==> config.mk <==
export PLATFORM = sky130hd
export DESIGN_NAME = input_conditioner
export DESIGN_NICKNAME = d
export VERILOG_FILES = /design/src/rtl/input_conditioner.sv
export SDC_FILE = /design/constraint.sdc
export NUM_CORES = 1
export LEC_CHECK = 0
export CAP_MARGIN = 20
export CELL_PAD_IN_SITES_DETAIL_PLACEMENT = 1
export CELL_PAD_IN_SITES_GLOBAL_PLACEMENT = 1
export CORE_MARGIN = 2
export CORE_UTILIZATION = 40
export DETAILED_ROUTE_END_ITERATION = 7
export PLACE_DENSITY = 0.64
export SYNTH_ARGS = -nofsm -noshare
export SYNTH_HDL_FRONTEND = slang
export SYNTH_SLANG_ARGS = --single-unit
==> constraint.sdc <==
create_clock -name clk -period 2.8 [get_ports clk]
set_clock_uncertainty 0.1 [all_clocks]
set_input_delay 0.28 -clock clk [delete_from_list [all_inputs] [get_ports clk]]
set_output_delay 0.28 -clock clk [all_outputs]
set_load 0.05 [all_outputs]
==> src/rtl/input_conditioner.sv <==
// Board input front end for the stopwatch core: two-flop synchronisers, per-input
// debouncers, pause toggle state and registered one-hot mode / clear outputs.
module input_conditioner #(
  parameter int unsigned DEBOUNCE_CYCLES = 500000,
  parameter int unsigned CNT_W           = 19
) (
  input  logic clk,
  input  logic rst,
  input  logic btn_pause,
  input  logic btn_reset,
  input  logic sw_adj,
  input  logic sw_sel,
  output logic regular_mode,
  output logic adjust_seconds_mode,
  output logic adjust_minutes_mode,
  output logic pause_mode,
  output logic clear_pulse
);

  localparam int unsigned N_IN    = 4;
  localparam int unsigned I_PAUSE = 0;
  localparam int unsigned I_RESET = 1;
  localparam int unsigned I_ADJ   = 2;
  localparam int unsigned I_SEL   = 3;

  localparam logic [CNT_W-1:0] CNT_LAST = CNT_W'(DEBOUNCE_CYCLES - 1);

  // Mode register encoding: bit0 regular, bit1 seconds, bit2 minutes, bit3 pause
  localparam logic [3:0] MODE_REG   = 4'b0001;
  localparam logic [3:0] MODE_SEC   = 4'b0010;
  localparam logic [3:0] MODE_MIN   = 4'b0100;
  localparam logic [3:0] MODE_PAUSE = 4'b1000;

  logic [N_IN-1:0]  raw;
  logic [N_IN-1:0]  s1_q, s2_q;
  logic [N_IN-1:0]  db_q, db_d;
  logic [CNT_W-1:0] cnt_q [N_IN];
  logic [CNT_W-1:0] cnt_d [N_IN];
  logic [1:0]       db_hist_q;
  logic             rise_pause, rise_reset;
  logic             paused_q, paused_d;
  logic             clear_q;
  logic [3:0]       mode_q, mode_d;

  assign raw = {sw_sel, sw_adj, btn_reset, btn_pause};

  always_comb begin
    for (int unsigned i = 0; i < N_IN; i++) begin
      db_d[i]  = db_q[i];
      cnt_d[i] = '0;
      if (s2_q[i] != db_q[i]) begin
        if (cnt_q[i] == CNT_LAST) db_d[i]  = s2_q[i];
        else                      cnt_d[i] = cnt_q[i] + CNT_W'(1);
      end
    end
  end

  assign rise_pause = db_q[I_PAUSE] & ~db_hist_q[0];
  assign rise_reset = db_q[I_RESET] & ~db_hist_q[1];

  // Mode uses the next paused value so a pause press shows on the same edge as the toggle
  always_comb begin
    paused_d = paused_q;
    if (rise_reset)                     paused_d = 1'b0;
    else if (rise_pause && !db_q[I_ADJ]) paused_d = ~paused_q;

    if (db_q[I_ADJ] && db_q[I_SEL]) mode_d = MODE_SEC;
    else if (db_q[I_ADJ])           mode_d = MODE_MIN;
    else if (paused_d)              mode_d = MODE_PAUSE;
    else                            mode_d = MODE_REG;
  end

  always_ff @(posedge clk or negedge rst) begin
    if (!rst) begin
      s1_q      <= '0;
      s2_q      <= '0;
      db_q      <= '0;
      db_hist_q <= '0;
      paused_q  <= 1'b0;
      clear_q   <= 1'b0;
      mode_q    <= MODE_REG;
      for (int unsigned i = 0; i < N_IN; i++) cnt_q[i] <= '0;
    end else begin
      s1_q      <= raw;
      s2_q      <= s1_q;
      db_q      <= db_d;
      db_hist_q <= {db_q[I_RESET], db_q[I_PAUSE]};
      paused_q  <= paused_d;
      clear_q   <= rise_reset;
      mode_q    <= mode_d;
      for (int unsigned i = 0; i < N_IN; i++) cnt_q[i] <= cnt_d[i];
    end
  end

  assign regular_mode        = mode_q[0];
  assign adjust_seconds_mode = mode_q[1];
  assign adjust_minutes_mode = mode_q[2];
  assign pause_mode          = mode_q[3];
  assign clear_pulse         = clear_q;

endmodule

==> run_results.csv, run 1 <==
group,metric,value,unit
placement,finalWeightedCongestion,0.759,
detailed_routing,drc,0,
timing,grt_setup_unrepaired,"no",
critical_path,startpoint,"cnt_q[0]",
critical_path,crit_chain,"ha_1 -> nand4_1 -> or3_1 -> or4_1 -> a21oi_1",
run,cap_violations,0,
critical_path,r2r_cells,5,
global_route,overflow,0,
floorplan,die_area,11900,um^2
floorplan,die_h,109,um
critical_path,cp.arrival,2.42,ns
power,swShare,21.5,%
layout,final_cell_mix,"dfrtp_1, nor2_1, xor2_1",
layout,finalNonFillerCells,587,
critical_path,end_kind,"flop",
critical_path,slowest_delay,0.49,ns
global_route,use_met2,28.2,%
global_route,grt_pass1_vias,3377,
detailed_routing,vias,3122,
logic_synthesis,synth.distinct_cells,38,
global_route,antenna_found_initial,0,
critical_path,cp_slowest_cell,"or3_1",
worst_hold_path,hp-start,"btn_pause",
detailed_routing,first_pass_iters,4,
critical_path,path_buf_inv,0,
global_route,grt_use_met1,22.3,%
logic_synthesis,syn_avg_cell_area,10.4,um^2
timing,hold_ws,0.256,ns
timing,slew_viol_final,0,
clock_tree,postCtsHoldBufs,1,
floorplan,core_area,10800,um^2
power,power_switching,538,uW
outcome,outcome,"completed",
logic_synthesis,synth_warnings,0,
critical_path,required,2.98,ns
critical_path,worstSetupStartpointType,"flop",
detailed_routing,drt_iter0_drc,83,
layout,n_antenna_cell,0,
critical_path,critical-path-top-delay-family,"simple AND/OR/NAND/NOR gates",
power,power_density,508,nW/um^2
worst_hold_path,hold_path_depth,1,
timing,tightest_slew,0.652,ns
detailed_routing,via_per_inst,5.32,
layout,design_area,4920,um^2
critical_path,reg2reg_from,"cnt_q[0]",
placement,dp_hpwl,6.23,mm
timing,fmax,447,MHz
floorplan,initial_core_util,40.8,%
timing,setup_tns,0,ns
layout,syn_to_final_growth,11.9,%
logic_synthesis,synth_edf_count,0,
clock_tree,htreeDepth,3,
power,pwr-share-clk,39.5,%
clock_tree,cts_tree,"built",
floorplan,io_pins,11,
critical_path,worstPathMaxFanout,6,
clock_tree,insertion_delay,0.36,ns
layout,final_common_cell,"dfrtp_1",
layout,layout.nets,452,
clock_tree,clk_pin_slew,0.09,ns
power,power_leakage,1.98,nW
timing,timing.final.hold_violations,0,
power,p_int,1.96,mW
placement,post-place-cells,570,
placement,postPlaceCellArea,4700,um^2
placement,port_buffers,10,
power,irDropWorstVdd,0.227,mV
floorplan,die_x,109,um
global_route,grt_busiest_layer,"met2",
logic_synthesis,synth_cells,422,
timing,period_minus_slack,2.24,ns
power,p_comb_share,3.7,%
logic_synthesis,synth_ff_type,"dfrtp_1",
detailed_routing,ant_nets,0,
worst_hold_path,hold_path_class,"primary input to flop",
layout,layout-drive-gt1-share,7.38,%
critical_path,crit_cells,5,
timing,slew_headroom,56.5,%
clock_tree,clock-sinks,96,
global_route,grt_pass1_wl,15.8,mm
timing,setup_viol,0,
detailed_routing,wl,8.92,mm
global_route,grt.total_usage,16.9,%
logic_synthesis,yosysSeqAreaShare,54.6,%
clock_tree,cts_root_buf,"clkbuf_8",
clock_tree,clk_path_buf_depth,2,
logic_synthesis,synth-seq-cells,96,
global_route,grt_max_degree,51,
clock_tree,post_cts_buffers,0,
logic_synthesis,synth-async-reset-ratio,100,%
critical_path,crit_type,"flop to flop",
logic_synthesis,synth_nets,432,
clock_tree,cts_resized,0,
global_route,grt_use_met3,2.15,%
timing,finalCritPeriodShare,79.9,%
detailed_routing,wl_per_cell,15.2,um
clock_tree,numCtsBuffers,9,
power,pwr-share-seq,56.9,%
floorplan,num_rows,38,
logic_synthesis,syn-cell-area,4400,um^2
[registers in the layout (all words and copies together) (netlist names)]
name / flops
paused_q: 1
s2_q: 4
cnt_q: 76
mode_q: 4
s1_q: 4
clear_pulse: 1
db_q: 4
db_hist_q: 2
[layout make-up]
cell class | count | area (um^2)
clock buffer | 13 | 149
clock inverter | 3 | 65.1
fill | 1177 | 5870
inverter | 14 | 52.6
multi-input combinational | 303 | 1910
sequential | 96 | 2400
tap | 140 | 175
timing repair buffer | 18 | 173
[logic make-up after synthesis]
family	Yosys count	share of synthesized area, %
AND/OR/NAND/NOR	196	23.9
flip-flops	96	54.6
XOR/XNOR	51	10.2
AO/OA/AOI/OAI	48	7.05
buffers and inverters	23	2.08
multiplexers	4	1.02
adder cells (fa/ha/maj)	4	1.14
[per-layer routing]
| metal | vias up | part of all wire [%] | wire length (um) |
|---|---|---|---|
| li1 | 1538 | - | - |
| met1 | 1551 | 48 | 4300 |
| met2 | 22 | 48 | 4310 |
| met3 | 11 | 1.7 | 152 |
| met4 | 0 | 1.7 | 149 |
| met5 | - | 0 | 0 |
[final timing paths]
check,end,slack (ns)
min reg2reg,s2_q[1],0.26
max reg2reg,cnt_q[16],0.56
min in group asynchronous,cnt_q[64],0.38
max,cnt_q[16],0.56
min,s1_q[0],0.26
max in group asynchronous,mode_q[0],1.49
[Yosys cell counts (4+ instances only)]
cell type | number | share of area [%]
buf_2 | 4 | 0.45
and4_1 | 5 | 1.0
or3_1 | 9 | 1.3
inv_1 | 14 | 1.2
mux2_2 | 4 | 1.0
nor3_1 | 10 | 1.1
a21oi_1 | 22 | 2.5
or4b_1 | 4 | 0.91
dfrtp_1 | 95 | 54
ha_1 | 4 | 1.1
nand2_1 | 21 | 1.8
nor2_1 | 61 | 5.2
nand4_1 | 19 | 2.7
or4_1 | 15 | 2.6
o31ai_1 | 14 | 2.4
nand3_1 | 22 | 2.5
and3_1 | 5 | 0.71
o21ai_0 | 6 | 0.68
nor4_1 | 8 | 1.1
and2_1 | 4 | 0.57
clkbuf_1 | 5 | 0.43
xor2_1 | 27 | 5.4
xnor2_1 | 24 | 4.8
[worst reg2reg max path, cell delays in order, from the launching register on]
cell	delay, ns
dfrtp_1	0.40
ha_1	0.24
nand4_1	0.30
or3_1	0.49
or4_1	0.48
a21oi_1	0.15
[power by group through the flow]
stage | combinational [mW] | sequential [mW] | clock, mW
after floorplan | 0.0409 | 1.45 | 0
after global placement | 0.0934 | 1.45 | 0
after detailed placement | 0.0953 | 1.45 | 0
after CTS | 0.0966 | 1.42 | 1.03
after global routing | 0.109 | 1.43 | 1.08
final | 0.0914 | 1.42 | 0.988
[stage by stage]
stage | setup WS (ns) | power, mW | util, %
2_1_floorplan | 0.772 | 1.49 | -
3_3_place_gp | 0.662 | 1.54 | 43.5
3_5_place_dp | 0.591 | 1.55 | 43.5
4_1_cts | 0.544 | 2.55 | 45.6
5_1_grt | 0.424 | 2.62 | 45.6
6_report | 0.563 | 2.50 | 45.6
No activity file was read; power rests on OpenSTA's default activity.
==> inputs of run 2 (changes only) <==
clock period = 2.27 ns   (was 2.8 ns; I/O delays follow)
==> run 2 against run 1 <==
  * Clock power increased by 15%
  * Die area unchanged
  * Via count grew 3.1%
==> run_results.csv, run 2 (same netlist as run 1, synthesis figures left out) <==
group,metric,value,unit
timing,slew_viol_final,0,
layout,ff_latch_area,2400,um^2
placement,post-place-cells,575,
power,irDropWorstVdd,0.256,mV
layout,largest_reg_flops,76,
clock_tree,cts_tree,"built",
critical_path,required,2.47,ns
detailed_routing,drc,0,
detailed_routing,via_per_inst,5.44,
detailed_routing,ant_nets,0,
timing,slew_headroom,59.9,%
run,cap_violations,0,
clock_tree,post_cts_buffers,0,
outcome,outcome,"completed",
critical_path,end_kind,"flop",
timing,setup_viol,0,
detailed_routing,wl_per_cell,15.4,um
layout,layout-drive-gt1-share,9.07,%
power,power_density,610,nW/um^2
timing,timing.final.hold_violations,0,
timing,grt_setup_unrepaired,"no",
floorplan,core_area,10800,um^2
clock_tree,htreeDepth,3,
layout,finalNonFillerCells,592,
floorplan,die_h,109,um
layout,max_flop_register,"cnt_q",
critical_path,worstSetupStartpointType,"flop",
global_route,overflow,0,
layout,multi_input_area,1910,um^2
critical_path,worstPathMaxFanout,7,
detailed_routing,vias,3218,
floorplan,die_x,109,um
clock_tree,numCtsBuffers,9,
timing,setup_tns,0,ns
timing,hold_ws,0.188,ns
timing,period_minus_slack,2.16,ns
timing,fmax,463,MHz
clock_tree,clock-sinks,96,
power,power_leakage,1.99,nW
global_route,antenna_found_initial,0,
layout,syn_to_final_growth,12.3,%
global_route,grt_pass1_vias,3381,
layout,final_common_cell,"dfrtp_1",
clock_tree,clk_path_buf_depth,2,
global_route,grt.total_usage,17.5,%
clock_tree,postCtsHoldBufs,1,
placement,finalWeightedCongestion,0.796,
worst_hold_path,hold_path_depth,1,
layout,final_cell_mix,"dfrtp_1, nor2_1, xor2_1",
detailed_routing,first_pass_iters,4,
critical_path,cp.arrival,2.36,ns
worst_hold_path,hold_path_class,"primary input to flop",
placement,port_buffers,10,
critical_path,r2r_cells,4,
global_route,grt_max_degree,46,
timing,tightest_slew,0.601,ns
floorplan,die_area,11900,um^2
detailed_routing,wl,9.11,mm
power,power.total,3.01,mW
clock_tree,cts_resized,0,
floorplan,initial_core_util,40.8,%
detailed_routing,drt_iter0_drc,77,
clock_tree,cts_root_buf,"clkbuf_8",
timing,finalCritPeriodShare,95.1,%
layout,layout.nets,457,
critical_path,crit_type,"flop to flop",
floorplan,io_pins,11,
floorplan,num_rows,38,
clock_tree,insertion_delay,0.37,ns
layout,num-fill-cells,1213,
global_route,grt_pass1_wl,16.4,mm
clock_tree,clk_pin_slew,0.10,ns
placement,dp_hpwl,6.40,mm
layout,n_antenna_cell,0,
[run 2: cell types whose count changed in the layout (fill, tap and decap cells not counted), sizes merged]
cell / change
buf: +5
clkinvlp: +1
clkbuf: -4
inv: +1
clkinv: +3
bufinv: -1
[run 2: through the flow]
| stage | area (um^2) | utilization [%] | worst slack, ns |
|---|---|---|---|
| after global placement | 4740 | 43.9 | 0.185 |
| final | 4940 | 45.8 | 0.110 |
| after floorplan | 4400 | - | 0.242 |
| after global routing | 4940 | 45.8 | 0.0120 |
| after CTS | 4940 | 45.8 | 0.113 |
| after detailed placement | 4740 | 43.9 | 0.111 |
[run 2: routing by layer]
layer	GRT usage, %	part of all wire [%]	routed length, um
met5	0	0	0
met1	24.1	50	4520
met3	2.51	1.2	110
met2	28.1	47	4320
met4	6.59	1.7	159
[run 2: critical path: stages (launching register included)]
cell	delay, ns
dfrtp_1	0.46
nand4_2	0.19
or4_1	0.67
or4_1	0.52
a21oi_1	0.15
[run 2: final timing paths]
kind | start | endpoint | slack, ns
max | cnt_q[5] | cnt_q[17] | 0.11
max in group asynchronous | rst | cnt_q[16] | 1.04
min reg2reg | s1_q[2] | s2_q[2] | 0.24
min in group asynchronous | rst | cnt_q[74] | 0.31
max reg2reg | cnt_q[5] | cnt_q[17] | 0.11
min | btn_reset | s1_q[1] | 0.19
[run 2: cell type report]
type                    count  share of cell area [%]
flip-flops and latches     96                    48.6
repair buffers             23                    4.25
clock inverters             7                    1.42
multi-input cells         303                    38.6
inverters                  14                    1.06
well taps                 140                    3.55
clock buffers               9                    2.51
[run 2: power by group]
group          switching [mW]  total [mW]  internal (mW)
combinational          0.0775       0.119         0.0415
sequential             0.0216        1.75           1.73
clock                   0.629        1.14          0.510
total                   0.728        3.01           2.28
